--- config.mk ---
export PLATFORM = sky130hd
export DESIGN_NAME = pwm_duty_ctrl
export DESIGN_NICKNAME = d
export VERILOG_FILES = /design/src/rtl/pwm_pkg.sv /design/src/rtl/sw_debounce.sv /design/src/rtl/pwm_duty_ctrl.sv
export SDC_FILE = /design/constraint.sdc
export NUM_CORES = 1
export LEC_CHECK = 0
export CORE_AREA = 5 5 94 96
export CTS_BUF_LIST = sky130_fd_sc_hd__clkbuf_16
export DETAILED_ROUTE_END_ITERATION = 16
export DIE_AREA = 0 0 99 101
export PLACE_DENSITY = 0.89
export SLEW_MARGIN = 40
export SYNTH_ARGS = -nofsm -noshare
export SYNTH_HDL_FRONTEND = slang
export SYNTH_SLANG_ARGS = --single-unit
--- constraint.sdc ---
create_clock -name clk -period 6.9 [get_ports clk]
set_clock_uncertainty 0.15 [all_clocks]
set_input_delay 0.69 -clock clk [delete_from_list [all_inputs] [get_ports clk]]
set_output_delay 0.69 -clock clk [all_outputs]
set_load 0.01 [all_outputs]
--- src/rtl/pwm_pkg.sv ---
// Shared types and helpers for the PWM duty-command front end.
// Latency: none (declarations and a pure function only).
// Backpressure: none.
package pwm_pkg;

   localparam int CODE_W = 3;

   typedef enum logic [1:0] {IDLE, UP, DOWN} duty_state_t;

   // Place the 3-bit code just below the MSB of the PWM compare word: {1'b0, code, zeros}.
   function automatic logic [63:0] duty_to_wide(input logic [CODE_W-1:0] code, input int cbits);
      return 64'(code) << (cbits - 4);
   endfunction

endpackage

--- src/rtl/sw_debounce.sv ---
// One raw switch bit -> 2-flop synchroniser -> stable-time debouncer.
// Latency: 2 sync cycles plus DB_CYCLES stable cycles before deb follows.
// Backpressure: none; free-running, always accepts input.
module sw_debounce #(
   parameter int DB_CYCLES = 50000
) (
   input  logic clk,
   input  logic rst_n,
   input  logic raw,
   output logic deb
);

   localparam int              CNT_W    = $clog2(DB_CYCLES + 1);
   localparam logic [CNT_W-1:0] CNT_LAST = CNT_W'(DB_CYCLES - 1);

   logic             sync1;
   logic             sync2;
   logic [CNT_W-1:0] cnt;

   // Two-flop synchroniser for the asynchronous switch input.
   always_ff @(posedge clk or negedge rst_n) begin
      if (!rst_n) begin
         sync1 <= 1'b0;
         sync2 <= 1'b0;
      end else begin
         sync1 <= raw;
         sync2 <= sync1;
      end
   end

   // Accept the synchronised value only after DB_CYCLES consecutive differing cycles.
   always_ff @(posedge clk or negedge rst_n) begin
      if (!rst_n) begin
         cnt <= '0;
         deb <= 1'b0;
      end else if (sync2 == deb) begin
         cnt <= '0;
      end else if (cnt == CNT_LAST) begin
         deb <= sync2;
         cnt <= '0;
      end else if (cnt != '1) begin
         cnt <= cnt + CNT_W'(1);
      end
   end

endmodule

--- src/rtl/pwm_duty_ctrl.sv ---
// Switches -> debounced run/code -> duty command, changed only on PWM period boundaries.
// Latency: 2 sync + DB_CYCLES debounce, then outputs update the cycle after a qualifying period_tick.
// Backpressure: none. Build option PWM_DUTY_RAMP_EN: slew-limit to one code step per RAMP_PERIODS ticks.
module pwm_duty_ctrl
   import pwm_pkg::*;
#(
   parameter int CBITS        = 20,
   parameter int DB_CYCLES    = 50000,
   parameter int RAMP_PERIODS = 4
) (
   input  logic             clk,
   input  logic             rst_n,
   input  logic [3:0]       sw,
   input  logic             period_tick,
   output logic [CBITS-1:0] duty_wide,
   output logic [2:0]       duty_code,
   output logic             busy
);

   if (CBITS < 5) begin : g_bad_cbits
      $error("pwm_duty_ctrl: CBITS must be >= 5");
   end
   if (DB_CYCLES < 2) begin : g_bad_db
      $error("pwm_duty_ctrl: DB_CYCLES must be >= 2");
   end
   if (RAMP_PERIODS < 1) begin : g_bad_ramp
      $error("pwm_duty_ctrl: RAMP_PERIODS must be >= 1");
   end

   logic [3:0]        deb;
   logic [CODE_W-1:0] target;
   logic [CODE_W-1:0] code_n;

   for (genvar i = 0; i < 4; i++) begin : g_db
      sw_debounce #(.DB_CYCLES(DB_CYCLES)) u_db (
         .clk   (clk),
         .rst_n (rst_n),
         .raw   (sw[i]),
         .deb   (deb[i])
      );
   end

   // Run-enable gates the requested code; with run off the command falls to zero.
   assign target = deb[0] ? deb[3:1] : '0;

`ifdef PWM_DUTY_RAMP_EN

   localparam int              RCW       = (RAMP_PERIODS > 1) ? $clog2(RAMP_PERIODS) : 1;
   localparam logic [RCW-1:0]  RAMP_LAST = RCW'(RAMP_PERIODS - 1);

   duty_state_t    state_q;
   duty_state_t    state_n;
   logic [RCW-1:0] ramp_q;
   logic [RCW-1:0] ramp_n;
   logic           step_due;

   assign step_due = period_tick && (ramp_q == RAMP_LAST);

   // Ramp FSM: direction decided every cycle, code moves one step only on a due tick.
   always_comb begin
      state_n = state_q;
      code_n  = duty_code;
      ramp_n  = ramp_q;
      case (state_q)
         IDLE: begin
            ramp_n = '0;
            if (target > duty_code)      state_n = UP;
            else if (target < duty_code) state_n = DOWN;
         end
         UP: begin
            if (target == duty_code) begin
               state_n = IDLE;
               ramp_n  = '0;
            end else if (target < duty_code) begin
               state_n = DOWN;   // reversal keeps the partial tick count
            end else if (period_tick) begin
               if (step_due) begin
                  code_n = duty_code + CODE_W'(1);
                  ramp_n = '0;
                  if (code_n == target) state_n = IDLE;
               end else begin
                  ramp_n = ramp_q + RCW'(1);
               end
            end
         end
         DOWN: begin
            if (target == duty_code) begin
               state_n = IDLE;
               ramp_n  = '0;
            end else if (target > duty_code) begin
               state_n = UP;
            end else if (period_tick) begin
               if (step_due) begin
                  code_n = duty_code - CODE_W'(1);
                  ramp_n = '0;
                  if (code_n == target) state_n = IDLE;
               end else begin
                  ramp_n = ramp_q + RCW'(1);
               end
            end
         end
         default: begin
            state_n = IDLE;
            ramp_n  = '0;
         end
      endcase
   end

   // State, tick counter and registered outputs.
   always_ff @(posedge clk or negedge rst_n) begin
      if (!rst_n) begin
         state_q   <= IDLE;
         ramp_q    <= '0;
         duty_code <= '0;
         duty_wide <= '0;
         busy      <= 1'b0;
      end else begin
         state_q   <= state_n;
         ramp_q    <= ramp_n;
         duty_code <= code_n;
         duty_wide <= CBITS'(duty_to_wide(code_n, CBITS));
         busy      <= (state_n != IDLE);
      end
   end

   // The code can never step past its range: UP only steps below target, DOWN only above it.
   a_no_overflow : assert property (@(posedge clk) disable iff (!rst_n)
      (state_q == UP && target > duty_code && step_due) |-> (duty_code != '1));
   a_no_underflow : assert property (@(posedge clk) disable iff (!rst_n)
      (state_q == DOWN && target < duty_code && step_due) |-> (duty_code != '0));

`else

   // Without slew limiting the code jumps straight to target on the next tick.
   always_comb begin
      code_n = duty_code;
      if (period_tick && (target != duty_code)) code_n = target;
   end

   // Registered outputs; busy flags a pending change still waiting for a tick.
   always_ff @(posedge clk or negedge rst_n) begin
      if (!rst_n) begin
         duty_code <= '0;
         duty_wide <= '0;
         busy      <= 1'b0;
      end else begin
         duty_code <= code_n;
         duty_wide <= CBITS'(duty_to_wide(code_n, CBITS));
         busy      <= (code_n != target);
      end
   end

`endif

endmodule

==> flow_summary_export.csv <==
group,metric,value,unit
clock_tree,clk_pin_slew,0.07,ns
clock_tree,post_cts_buffers,0,
synthesis,ys_seq_area_frac,0.433,
synthesis,synth_cells,496,
sta,fin_crit_sh,0.361,
synthesis,yosysTopAreaCellShare,0.433,
placed_design,place.gp.congestion,0.931,
setup_path,required,7.02,ns
route,dr_total_vias,3961,
grt,grt_pass1_vias,3773,
placed_design,dp_hpwl,6610,um
synthesis,synth_area_leaders,"dfrtp_1 (43%), mux2i_1 (5.4%), nand2_1 (4.1%), nand3_1 (3.7%), a21oi_1 (3.4%)",
clock_tree,cts.sinks,80,
floorplanning,die_x,99,um
grt,grt_pass1_wl,17300,um
cells_and_area,syn2layout_area_growth,9.24,%
setup_path,cpPeakStageDelay,0.80,ns
grt,grt-ovfl-total,0,
sta,drv_slew,0,
setup_path,critPathSlowestCell,"or4_1",
floorplanning,core-area,0.00797,mm^2
setup_path,reg2reg_slack,4.41,ns
grt,grt_max_degree,81,
sta,rsz0062_at_grt,"false",
sta,setup-violations-final,0,
pwr,power_switching,245,uW
synthesis,synthArstFlopShare,1.00,
hold_path,hp-class,"flip-flop to flip-flop",
grt,grt_antenna_before_repair,0,
cells_and_area,fillers,605,
sta,tns,0,ns
floorplanning,rows,33,
route,drt_wl_total,9980,um
pwr,pwr_density_cell,195,mW/mm^2
synthesis,synth_most_common_cell,"dfrtp_1",
synthesis,synth_edf_count,0,
route,postRouteAntennaNets,0,
sta,final.min_clock_period,2.49,ns
route,route.detailed.drc,0,
route,wl_per_cell,16.4,um
pwr,max-vdd-ir-drop,0.111,mV
setup_path,path_cells,"ha_1 > nand3_1 > or4_1 > o21ai_0 > mux2i_1",
pwr,seqPwrFrac,0.493,
hold_path,worstHoldPathCells,0,
setup_path,worst-path-stages,5,
setup_path,arrival,2.61,ns
clock_tree,cts.path.max_buffers,2,
placed_design,io_buffer_count,13,
floorplanning,die-area,0.0100,mm^2
floorplanning,die_h,101,um
clock_tree,cts-root-buf,"clkbuf_16",
synthesis,syn_area_per_cell,9.31,um^2
pwr,leakagePower,2.01,nW
flow_run,cap_violations,0,
clock_tree,numCtsBuffers,9,
synthesis,ys_top_cells_by_count,"dfrtp_1 (80), nand2_1 (50), nand3_1 (34)",
pwr,combPwrFrac,0.048,
route,first_pass_iters,4,
synthesis,synth_cell_types,57,
cells_and_area,n_antenna_cell,0,
setup_path,crit_family,"simple AND/OR/NAND/NOR gates",
sta,hold_viol,0,
clock_tree,cts_tree,"yes",
setup_path,critPathCaptureType,"flip-flop",
cells_and_area,fin_nets,509,
cells_and_area,final_layout_size_suffix_gt1_frac,0.0636,
setup_path,path_buf_inv,0,
clock_tree,cts-hold-fix-buffers,0,
pwr,p_total,985,uW
clock_tree,cts_resized,0,
sta,max_slew_margin,0.489,
clock_tree,htreeDepth,3,
floorplanning,ioPinCount,31,
sta,clock.fmax,401,MHz
synthesis,synth_area_leader_cell,"dfrtp_1",
synthesis,ys_ff_latch,80,
setup_path,critPathMaxFanout,15,
sta,worst_slew_pin_slew,0.761,ns
route,viasPerCell,6.51,
pwr,p_clk_frac,0.459,
status,outcome,"completed",
floorplanning,start_util,0.580,
clock_tree,clkLatencyLatePin,0.34,ns
setup_path,reg2reg_depth,5,
synthesis,yosysWarnings,0,
synthesis,synthesis.area,0.00462,mm^2
setup_path,start_kind,"flip-flop",
setup_path,path_class,"flip-flop to flip-flop",
synthesis,synth_flop_cell,"dfrtp_1",
route,dr.first_iter.drc_count,233,
pwr,intPower,740,uW
pwr,switching_share,0.249,
grt,grt_usage,0.209,
path summary, 6_finish.rpt:
check / startpoint / to
setup / recovery: g_db[2].u_db.cnt[0]$_DFFE_PN0P_ / g_db[2].u_db.cnt[3]$_DFFE_PN0P_
hold / removal: g_db[0].u_db.sync1$_DFF_PN0_ / g_db[0].u_db.sync2$_DFF_PN0_
setup reg to reg: g_db[2].u_db.cnt[0]$_DFFE_PN0P_ / g_db[2].u_db.cnt[3]$_DFFE_PN0P_
hold reg to reg: g_db[0].u_db.sync1$_DFF_PN0_ / g_db[0].u_db.sync2$_DFF_PN0_
max in group asynchronous: rst_n / duty_wide[18]$_DFF_PN0_
min in group asynchronous: rst_n / g_db[0].u_db.cnt[15]$_DFFE_PN0P_
final cells by class:
| cell class | instances | area, um^2 | area share |
|---|---|---|---|
| sequential | 80 | 2000 | 0.397 |
| clock buffer | 9 | 225 | 0.0446 |
| tap | 105 | 131 | 0.0260 |
| timing repair buffer | 15 | 146 | 0.0290 |
| multi-input combinational | 382 | 2450 | 0.485 |
| clock inverter | 7 | 55.1 | 0.0109 |
| inverter | 10 | 37.5 | 0.00744 |
power groups by stage:
stage	clock network, mW	logic [mW]	registers [mW]
3_5_place_dp	0	0.0470	0.493
3_3_place_gp	0	0.0439	0.493
2_1_floorplan	0	0.0345	0.492
4_1_cts	0.458	0.0472	0.485
5_1_grt	0.474	0.0541	0.487
6_report	0.452	0.0470	0.485
cell families after synthesis:
kind of cell             after synthesis  share of synthesized area
AND/OR/NAND/NOR                      210                      0.252
AO/OA/AOI/OAI                        107                      0.151
flip-flops                            80                      0.433
buffers and inverters                 50                     0.0591
multiplexers                          29                     0.0639
XOR/XNOR                              15                     0.0284
adder cells (fa/ha/maj)                4                     0.0108
other                                  1                   0.000812
state kept, by name (all words and copies together) (netlist names):
register / cells
g_db.u_db.cnt: 64
g_db.u_db.deb: 4
g_db.u_db.sync1: 4
g_db.u_db.sync2: 4
duty_wide: 3
busy: 1
metal layers:
layer  routed length [um]  GRT usage
met2                 5020      0.354
met5                    0          0
met3                  736     0.0450
met1                 4030      0.261
met4                  191     0.0840
stage by stage:
stage          hold WS [ns]   util  instance area (um^2)  instances  setup slack, ns
2_1_floorplan         0.181      -                  4680        512             4.64
3_3_place_gp          0.182  0.593                  4720        592             4.50
3_5_place_dp          0.193  0.596                  4750        592             4.44
4_1_cts               0.207  0.631                  5030        608             4.42
5_1_grt               0.214  0.633                  5040        608             4.18
6_report              0.206  0.633                  5040        608             4.41
cell usage in the layout (no fill, tap or decap), types with 3 or more instances in the layout:
cell type	n
nor2_1	11
o41ai_1	3
nor4b_1	5
a211oi_1	7
xor2_1	6
nand4_1	21
clkdlybuf4s50_1	12
nand3b_1	8
nor3_1	13
and2_1	4
a21oi_1	31
o311ai_0	3
a2111oi_0	3
nor4_1	7
nand2_1	50
nand2b_1	14
and3_1	12
or4_1	6
o21ai_0	28
dfrtp_1	80
inv_6	3
clkbuf_16	9
nand3_1	34
inv_1	11
mux2i_1	25
o211ai_1	5
o31ai_1	3
ha_1	4
or3_1	5
mux2_2	4
a31oi_1	3
a21boi_0	3
xnor2_1	8
conb_1	17
and4_1	8
Note: power is estimated with default switching activity, not from simulation.
